File: src/rtl/keypad_scanner.sv
// keypad_scanner: 4x4 keypad row scanner with two-flop column synchronizer.
// Drives one active-low row at a time and freezes on a row while a key is seen,
// presenting an active-high column vector for the downstream debouncer.
module keypad_scanner #(
   parameter int unsigned SCAN_DIV = 4
) (
   input  logic       clk,
   input  logic       reset,
   input  logic [3:0] col_raw,
   output logic [3:0] rows,
   output logic [1:0] row_idx,
   output logic [3:0] columns,
   output logic       scan_hold,
   output logic       multi_key
);

   typedef enum logic {
      SCAN,
      HOLD
   } state_e;

   localparam logic [7:0] LAST = 8'(SCAN_DIV - 1);

   state_e     state_q, state_d;
   logic [3:0] sync1_q, sync2_q;
   logic [1:0] row_idx_q, row_idx_d;
   logic [7:0] div_cnt_q, div_cnt_d;
   logic [7:0] idle_cnt_q, idle_cnt_d;
   logic [3:0] col_sync;

   assign col_sync = ~sync2_q;

   // Two-flop synchronizer for the asynchronous, pulled-up column lines.
   always_ff @(posedge clk) begin
      if (!reset) begin
         sync1_q <= '1;
         sync2_q <= '1;
      end else begin
         sync1_q <= col_raw;
         sync2_q <= sync1_q;
      end
   end

   // State, row index and counter registers.
   always_ff @(posedge clk) begin
      if (!reset) begin
         state_q    <= SCAN;
         row_idx_q  <= '0;
         div_cnt_q  <= '0;
         idle_cnt_q <= '0;
      end else begin
         state_q    <= state_d;
         row_idx_q  <= row_idx_d;
         div_cnt_q  <= div_cnt_d;
         idle_cnt_q <= idle_cnt_d;
      end
   end

   // Next-state logic: dwell on each row, freeze while a key is present,
   // leave HOLD only after a full window of consecutive idle samples.
   always_comb begin
      state_d    = state_q;
      row_idx_d  = row_idx_q;
      div_cnt_d  = div_cnt_q;
      idle_cnt_d = idle_cnt_q;
      unique case (state_q)
         SCAN: begin
            if (div_cnt_q == LAST) begin
               if (col_sync != '0) begin
                  state_d    = HOLD;
                  idle_cnt_d = '0;
               end else begin
                  row_idx_d = row_idx_q + 2'd1;
                  div_cnt_d = '0;
               end
            end else begin
               div_cnt_d = div_cnt_q + 8'd1;
            end
         end
         HOLD: begin
            if (col_sync != '0) begin
               idle_cnt_d = '0;
            end else if (idle_cnt_q == LAST) begin
               state_d   = SCAN;
               row_idx_d = row_idx_q + 2'd1;
               div_cnt_d = '0;
            end else begin
               idle_cnt_d = idle_cnt_q + 8'd1;
            end
         end
         default: state_d = SCAN;
      endcase
   end

   // Outputs derive from registers only; more than one bit set is detected
   // by clearing the lowest set bit and testing for a remainder.
   assign row_idx   = row_idx_q;
   assign rows      = ~(4'b0001 << row_idx_q);
   assign scan_hold = (state_q == HOLD);
   assign columns   = scan_hold ? col_sync : '0;
   assign multi_key = scan_hold && ((columns & (columns - 4'd1)) != '0);

endmodule

File: config.mk
export PLATFORM = sky130hd
export DESIGN_NAME = keypad_scanner
export DESIGN_NICKNAME = d
export VERILOG_FILES = /design/src/rtl/keypad_scanner.sv
export SDC_FILE = /design/constraint.sdc
export NUM_CORES = 1
export LEC_CHECK = 0
export CAP_MARGIN = 20
export CORE_MARGIN = 4
export CORE_UTILIZATION = 45
export DETAILED_ROUTE_END_ITERATION = 7
export GPL_ROUTABILITY_DRIVEN = 0
export PLACE_DENSITY = 0.67
export SLEW_MARGIN = 20
export SYNTH_ARGS = -nofsm -noshare
export SYNTH_HDL_FRONTEND = slang
export SYNTH_SLANG_ARGS = --single-unit
File: constraint.sdc
create_clock -name clk -period 1.9 [get_ports clk]
set_input_delay 0.19 -clock clk [delete_from_list [all_inputs] [get_ports clk]]
set_output_delay 0.19 -clock clk [all_outputs]
set_load 0.02 [all_outputs]
==> results of run 1 <==
==> metal layers <==
metal | up-vias | wire length, microns
li1 | 614 | -
met2 | 12 | 1410
met5 | - | 0
met1 | 572 | 1270
met4 | 0 | 44
met3 | 5 | 62
==> cell families after synthesis <==
logic type               synth area share
AND/OR/NAND/NOR                     0.333
AO/OA/AOI/OAI                       0.168
multiplexers                       0.0144
flip-flops                          0.389
buffers and inverters              0.0333
adder cells (fa/ha/maj)            0.0613
==> where the power goes <==
part           switching (mW)  internal (mW)  total, mW
Combinational          0.0909         0.0792      0.170
Clock                   0.163         0.0790      0.242
Sequential             0.0276          0.592      0.620
Total                   0.281          0.750       1.03
==> cell type report <==
cell class                      count  area, sq um  area share
Timing Repair Buffer               21          201       0.123
Sequential cell                    27          542       0.330
Clock buffer                        3         22.5      0.0137
Tap cell                           31         38.8      0.0236
Multi-Input combinational cell    119          802       0.489
Clock inverter                      1         5.00     0.00305
Inverter                            8         30.0      0.0183
==> layout by cell type, fill, tap and decap left out, types with 5 or more instances in the layout <==
cell and count:
dfxtp_1 26, nor3_1 5, a21oi_1 5, nand2b_1 9, o21ai_0 6, nand3_1 14
ha_1 6, clkdlybuf4s50_1 12, o22ai_1 6, nor2_1 7, nand2_1 20, inv_1 8
==> synthesized netlist by cell type (4+ instances only) <==
cell type,n
nand3_1,14
o21ai_0,6
a21oi_1,5
and3_1,4
ha_1,6
nor3_1,5
o22ai_1,6
nor2_1,7
nand2b_1,9
nand2_1,20
inv_1,8
dfxtp_1,27
==> metrics by stage <==
stage / instance area (sq um) / setup WS, ns / hold slack [ns]
CTS: 1640 / 0.0321 / 0.401
detailed placement: 1610 / 0.228 / 0.394
finish: 1640 / 0.113 / 0.408
floorplan: 1390 / 0.363 / 0.291
global placement: 1610 / 0.261 / 0.390
global route: 1640 / 0.00652 / 0.407
==> flip-flops by register name, indices dropped and copies added, names as in the netlist <==
signal	cells
div_cnt_q	8
row_idx	2
scan_hold	1
sync1_q	4
sync2_q	4
idle_cnt_q	8
==> worst max-delay path: stages (launching register included) <==
cell	delay [ns]
dfxtp_2	0.39
inv_1	0.07
ha_1	0.17
inv_1	0.05
clkdlybuf4s50_1	0.59
==> what timing repair did <==
action                     4_1_cts  5_1_grt
pin swaps                        0        0
setup endpoints to repair        3        3
gates resized for setup          3        3
==> worst paths after layout <==
kind | slack, ns | end
setup reg to reg | 0.21 | div_cnt_q[0]$_SDFFE_PN0P_
hold reg to reg | 0.42 | sync2_q[2]$_SDFF_PN1_
setup / recovery | 0.11 | rows[1]
hold / removal | 0.41 | sync1_q[1]$_SDFF_PN1_
==> out/metrics.cfg, run 1 <==
[logic_synthesis]
synth_area_per_cell_sq_um=8.79
ys_ff_latch=27
yosysUniqueCellTypes=42
ys_top_cells_by_area=dfxtp_1 39%, ha_1 5.4%, nand2_1 5.4%
async_flop_share=0
syn_nets=170
yosys_warnings=0
synth_edf_count=0
post-synth-top-area-cell=dfxtp_1
synthCells=158
synth-main-ff-cell=dfxtp_1
yosysSeqAreaShare=0.389
synth_top_area_share=0.389
syn-cell-area_sq_mm=0.00139

[floorplanning]
die_area_sq_mm=0.00404
core-area_sq_mm=0.00285
io_pins=18
std_cell_rows=19
fp.dieH_microns=63.6
die_w_microns=63.6
start_util=0.487

[hold_path]
worst_hold_startpoint=col_raw[1]
hold_path_class=input port to flip-flop
hold_depth=2

[timing]
relSlewSlack=0.740
max_freq_mhz=560
setup_tns_ns=0
final-hold-violation-count=0
rsz0062_at_grt=false
worstMarginPinSlew_ns=0.389
report.final.slew_viol_count=0
min_period_ns=1.79
skew_ns=0.00443
setup_violations=0
timing.final.crit_share=0.941

[setup_path]
startpoint_type=flip-flop
worstSetupPathType=flip-flop to output pin
crit_start=row_idx[1]$_SDFFE_PN0P_
r2r_start=idle_cnt_q[0]$_SDFFE_PN0P_
crit_arrival_ns=1.60
reg2regPathDepth=5
worstSetupEndpointType=output pin
critPathMaxFanout=5
cp_data_required_time_ns=1.71

[cts]
insertion_delay_ns=0.32
cts_hold_buf=0
clkTransAtPathRegs_ns=0.14
cts_tree=done
cts_root_buffer=clkbuf_4
clockBufferDepth=2
cts_made_buffers=3
cts_setup_buffers=0
cts.sinks=27
htree_levels=1

[cells_and_area]
layout.nets=192
drive_gt1_frac=0.123
antenna_cells=0
area.growth.synth_to_final_pct=18.2
utilization=0.575
n_fill_cell=267
instances_no_fill=210

[drt]
drtPass1Iterations=4
via_count=1203
remaining_drc_errors=0
postRouteAntennaNets=0
vias_per_cell=5.73
drt-initial-drc-count=87
routedWlPerCell_microns=13.3
wl_microns=2790

[grt]
gr-total-overflow=0
grt_pass1_vias=1084
grt_busiest_layer=met2
grt_start_max_net_pins=30
grt_usage=0.150
gr-usage-met3=0.0284
grtUsageMet2=0.252
grt_pass1_wl_microns=4860
met1_usage=0.186
antenna_found_initial=0

[power_and_ir_drop]
total_power_mw=1.03
max-vdd-ir-drop_mv=0.449
powerDensity_mw_per_mm2=629
p_leak_nw=0.635

[run_status]
status=finished clean

[placed_design]
placed_cells=206
place.detailed.hpwl_microns=2120
portBuffers=17

[run]
drv_cap=0

Note: power is estimated with default switching activity, not from simulation.
==> inputs of run 2 (changes only) <==
RECOVER_POWER = 100   (was not set)
==> run 2 against run 1 <==
Effect of this change:
- sequential power about the same
- cell count unchanged
- critical path type unchanged
- clock power about the same
- cell area down 2.4%
- combinational power down 3%
- global-route usage unchanged
- non-clock buffer count unchanged
- maximum frequency about the same
- critical endpoint unchanged
- clock skew down 0.0010 ns
==> out/metrics.cfg, run 2 (synthesized netlist as in run 1, its figures left out) <==
[drt]
remaining_drc_errors=0  ; unchanged
vias_per_cell=5.75  ; +0.42%
via_count=1208  ; +0.42%
drtPass1Iterations=4  ; unchanged
postRouteAntennaNets=0  ; unchanged
drt-initial-drc-count=74  ; -15%
routedWlPerCell_microns=13.4  ; +0.68%
wl_microns=2800  ; +0.68%

[setup_path]
worstSetupPathType=flip-flop to output pin
reg2reg_slack_ns=0.13  ; -0.08 ns
cp_data_required_time_ns=1.71  ; about the same
critPathMaxFanout=5  ; unchanged
crit_arrival_ns=1.60  ; about the same
reg2regPathDepth=5  ; unchanged
r2r-end=div_cnt_q[6]$_SDFFE_PN0P_
worstSetupEndpointType=output pin
startpoint_type=flip-flop
r2r_start=idle_cnt_q[0]$_SDFFE_PN0P_

[cts]
cts_setup_buffers=0  ; unchanged
insertion_delay_ns=0.32  ; about the same
cts_hold_buf=0  ; unchanged
cts_root_buffer=clkbuf_4
cts_made_buffers=3  ; unchanged
cts.sinks=27  ; unchanged
cts_tree=done
clkTransAtPathRegs_ns=0.14  ; about the same
clockBufferDepth=2  ; unchanged
htree_levels=1  ; unchanged

[timing]
min_period_ns=1.79  ; -0.000733 ns
max_freq_mhz=560  ; about the same
relSlewSlack=0.759  ; +0.0199
layout_setup_ws_ns=0.114  ; +0.000733 ns
setup_tns_ns=0  ; unchanged
rsz0062_at_grt=false
timing.final.crit_share=0.940  ; about the same
setup_violations=0  ; unchanged
worstMarginPinSlew_ns=0.358  ; -0.0305 ns
skew_ns=0.00341  ; -0.00102 ns
report.final.slew_viol_count=0  ; unchanged
final-hold-violation-count=0  ; unchanged

[grt]
grt_usage=0.150  ; unchanged
grt_pass1_vias=1084  ; unchanged
grt_start_max_net_pins=30  ; unchanged
gr-total-overflow=0  ; unchanged
grt_pass1_wl_microns=4860  ; unchanged
antenna_found_initial=0  ; unchanged

[run]
drv_cap=0  ; unchanged

[cells_and_area]
n_fill_cell=273  ; +2.2%
utilization=0.561  ; -0.0140
final_common_cell=dfxtp_1
layout.nets=192  ; unchanged
drive_gt1_frac=0.101  ; -0.0223
mostFrequentLayoutCells=26 x dfxtp_1, 22 x nand2_1, 14 x nand3_1
area.growth.synth_to_final_pct=15.3
instances_no_fill=210  ; unchanged
top_regs=div_cnt_q (8), idle_cnt_q (8)
antenna_cells=0  ; unchanged

[placed_design]
placed_cells=206  ; unchanged
portBuffers=17  ; unchanged
place.detailed.hpwl_microns=2120  ; unchanged
pre_cts_ws_ns=0.228  ; unchanged

[floorplanning]
core-area_sq_mm=0.00285  ; unchanged
start_util=0.487  ; unchanged
std_cell_rows=19  ; unchanged
die_area_sq_mm=0.00404  ; unchanged
fp.dieH_microns=63.6  ; unchanged
die_w_microns=63.6  ; unchanged
io_pins=18  ; unchanged

[run_status]
status=finished clean

[hold_path]
hold_path_class=input port to flip-flop
worst_hold_startpoint=col_raw[1]
hold_depth=2  ; unchanged
whs_endpoint=sync1_q[1]$_SDFF_PN1_

[power_and_ir_drop]
powerDensity_mw_per_mm2=643  ; +2.2%
p_leak_nw=0.601  ; -5.4%
max-vdd-ir-drop_mv=0.449  ; about the same

-- run 2: stage by stage --
step | hold WS (ns) | power, mW | cell area (sq um)
final | 0.406 | 1.03 | 1600
after global routing | 0.407 | 1.09 | 1600
after CTS | 0.401 | 1.04 | 1640
after detailed placement | 0.394 | 0.805 | 1610
after global placement | 0.390 | 0.802 | 1610
after floorplan | 0.291 | 0.746 | 1390
-- run 2: where the power goes --
group / total (mW) / switching [mW] / internal, mW / leakage (nW)
combinational: 0.165 / 0.0886 / 0.0766 / 0.363
clock: 0.244 / 0.165 / 0.0791 / 0.0177
sequential: 0.620 / 0.0278 / 0.592 / 0.221
total: 1.03 / 0.281 / 0.748 / 0.601
-- run 2: how the worst max path moves through the flow --
stage / start / to / slack [ns] / cells past startpoint
after floorplan: idle_cnt_q[0]$_SDFFE_PN0P_ / div_cnt_q[6]$_SDFFE_PN0P_ / 0.36 / 5
after CTS: row_idx[1]$_SDFFE_PN0P_ / rows[1] / 0.03 / 4
after detailed placement: idle_cnt_q[0]$_SDFFE_PN0P_ / div_cnt_q[0]$_SDFFE_PN0P_ / 0.23 / 5
final: row_idx[1]$_SDFFE_PN0P_ / rows[1] / 0.11 / 4
after global routing: scan_hold$_SDFF_PN0_ / columns[1] / 0.007 / 3
after global placement: sync2_q[3]$_SDFF_PN1_ / multi_key / 0.26 / 3
-- run 2: layout make-up --
type                    count  area [sq um]  share of cell area
clock inverters             1          5.00             0.00312
clock buffers               3          22.5              0.0141
multi-input cells         119           779               0.487
inverters                   8          30.0              0.0187
repair buffers             21           184               0.115
flip-flops and latches     27           542               0.338
well taps                  31          38.8              0.0242
-- run 2: metal layers --
metal / up-vias / GRT usage / part of all wire
met5: - / 0 / 0
met4: 0 / 0.0647 / 0.016
met3: 5 / 0.0284 / 0.020
met2: 12 / 0.252 / 0.50
met1: 576 / 0.186 / 0.46
li1: 615 / - / -
-- run 2: repair_timing --
item                                    CTS  global route
resized for setup                         3             3
endpoints found under the setup margin    3             3
gates cloned                              0             0
pin swaps                                 0             0
-- run 2: worst max-delay path, stage by stage, from the launching register on --
cell and delay [ns]:
dfxtp_2 0.39, inv_1 0.07, ha_1 0.17, inv_1 0.05, clkdlybuf4s50_1 0.59
==> inputs of run 3 (changes only) <==
ABC_CLOCK_PERIOD_IN_PS = 1900   (was not set)
CORE_UTILIZATION = 54   (was 45)
PLACE_DENSITY = 0.78   (was 0.67)
==> run 3 against run 2 <==
Effect of this change:
- sequential power hardly changed
- die area down 15%
- utilization grew 9.0 points
- sequential share of layout area grew 0.13 points
- via count shrank 0.66%
- global-route usage is 4.3 points higher
- clock power is 3% lower
- total power shrank 0.44%
- worst setup slack got worse by 0.0057 ns
- routed wire length grew 6.6%
- clock-buffer cell count up 1
==> out/metrics.cfg, run 3 (synthesized netlist as in run 1, its figures left out) <==
[run_status]
status=finished clean

[floorplanning]
die_area_sq_mm=0.00345  ; -15%
core-area_sq_mm=0.00245  ; -14%
std_cell_rows=18  ; -1
die_w_microns=58.7  ; -7.6%
io_pins=18  ; unchanged
fp.dieH_microns=58.7  ; -7.6%
start_util=0.566  ; +0.0789

[cells_and_area]
mostFrequentLayoutCells=25 x dfxtp_1, 22 x nand2_1, 14 x nand3_1
antenna_cells=0  ; unchanged
n_fill_cell=214  ; -22%
final_common_cell=dfxtp_1
area.growth.synth_to_final_pct=15.1
instances_no_fill=207  ; -1.4%
drive_gt1_frac=0.102  ; +0.00114
layout.nets=190  ; -1.0%
top_regs=div_cnt_q (8), idle_cnt_q (8)

[cts]
cts_made_buffers=3  ; unchanged
cts.sinks=27  ; unchanged
cts_setup_buffers=0  ; unchanged
clkTransAtPathRegs_ns=0.14  ; about the same
cts_root_buffer=clkbuf_4
cts_tree=done
clockBufferDepth=2  ; unchanged
insertion_delay_ns=0.31  ; about the same
cts_hold_buf=0  ; unchanged
htree_levels=1  ; unchanged

[run]
drv_cap=0  ; unchanged

[power_and_ir_drop]
powerDensity_mw_per_mm2=641  ; -0.28%
p_leak_nw=0.608  ; +1.1%
max-vdd-ir-drop_mv=0.399  ; -11%

[placed_design]
place.detailed.hpwl_microns=2300  ; +8.2%
placed_cells=203  ; -1.5%
portBuffers=17  ; unchanged

[drt]
via_count=1200  ; -0.66%
postRouteAntennaNets=0  ; unchanged
vias_per_cell=5.80  ; +0.78%
drtPass1Iterations=4  ; unchanged
drt-initial-drc-count=68  ; -8.1%
wl_microns=2990  ; +6.6%
remaining_drc_errors=0  ; unchanged
routedWlPerCell_microns=14.4  ; +8.2%

[grt]
grt_pass1_wl_microns=5200  ; +6.9%
antenna_found_initial=0  ; unchanged
grt_start_max_net_pins=30  ; unchanged
grt_pass1_vias=1189  ; +9.7%
grt_usage=0.193  ; +0.0431
gr-total-overflow=0  ; unchanged

[setup_path]
critPathMaxFanout=11  ; +6
startpoint_type=flip-flop
cp_data_required_time_ns=1.71  ; about the same
worstSetupEndpointType=output pin
worstSetupPathType=flip-flop to output pin
crit_arrival_ns=1.60  ; about the same

[timing]
report.final.slew_viol_count=0  ; unchanged
setup_tns_ns=0  ; unchanged
final-hold-violation-count=0  ; unchanged
timing.final.crit_share=0.943  ; +0.00300
min_period_ns=1.79  ; +0.00570 ns
skew_ns=0.00772  ; +0.00431 ns
rsz0062_at_grt=false
worstMarginPinSlew_ns=0.479  ; +0.121 ns
setup_violations=0  ; unchanged
max_freq_mhz=558  ; -0.32%
relSlewSlack=0.678  ; -0.0814

[hold_path]
hold_path_class=input port to flip-flop

[run 3: cell types whose count changed in the layout (fill, tap and decap cells not counted), sizes merged]
cell	delta
dlygate4sd2	-1
dlymetal6s2s	+1
buf	-2
clkinv	-1
clkbuf	+1
[run 3: worst max-delay path, cell delays in order (launching register included)]
cell and delay [ns]:
dfxtp_2 0.43, inv_2 0.13, nor2_1 0.12, clkdlybuf4s50_1 0.61
[run 3: layer usage]
layer  vias to the layer above  share of wire  GRT usage
li1                        612              -          -
met1                       562           0.44      0.226
met2                        24           0.53      0.348
met3                         2          0.031     0.0285
met4                         0         0.0060     0.0841
met5                         -              0          0
[run 3: stage by stage]
| step | worst slack [ns] | cell area [sq um] | utilization | total power [mW] | hold WS [ns] |
|---|---|---|---|---|---|
| 6_report | 0.108 | 1600 | 0.651 | 1.02 | 0.423 |
| 5_1_grt | 0.0135 | 1600 | 0.651 | 1.09 | 0.417 |
| 4_1_cts | 0.0293 | 1620 | 0.661 | 1.04 | 0.418 |
| 3_5_place_dp | 0.196 | 1600 | 0.650 | 0.806 | 0.397 |
| 3_3_place_gp | 0.260 | 1600 | 0.650 | 0.800 | 0.390 |
| 2_1_floorplan | 0.363 | 1390 | - | 0.746 | 0.291 |
[run 3: path summary, 6_finish.rpt]
kind | from | endpoint | slack (ns) | cells past startpoint
worst max-delay path | scan_hold$_SDFF_PN0_ | columns[0] | 0.11 | 3
worst min-delay path | col_raw[3] | sync1_q[3]$_SDFF_PN1_ | 0.42 | 2
worst max register to register | idle_cnt_q[0]$_SDFFE_PN0P_ | div_cnt_q[6]$_SDFFE_PN0P_ | 0.12 | 5
worst min register to register | sync1_q[2]$_SDFF_PN1_ | sync2_q[2]$_SDFF_PN1_ | 0.42 | 1
[run 3: report_power, final]
part	switching, mW	internal [mW]
clock network	0.155	0.0820
registers	0.0300	0.593
logic	0.0924	0.0723
total	0.278	0.747
[run 3: layout make-up]
class | count | area, sq um | area share
Sequential cell | 27 | 543 | 0.340
Tap cell | 30 | 37.5 | 0.0235
Clock buffer | 4 | 26.3 | 0.0164
Timing Repair Buffer | 19 | 173 | 0.108
Inverter | 8 | 30.0 | 0.0188
Multi-Input combinational cell | 119 | 790 | 0.494
[run 3: what timing repair did]
item	4_1_cts	5_1_grt
pin swaps	0	0
gates resized for setup	5	4
endpoints found under the setup margin	7	4
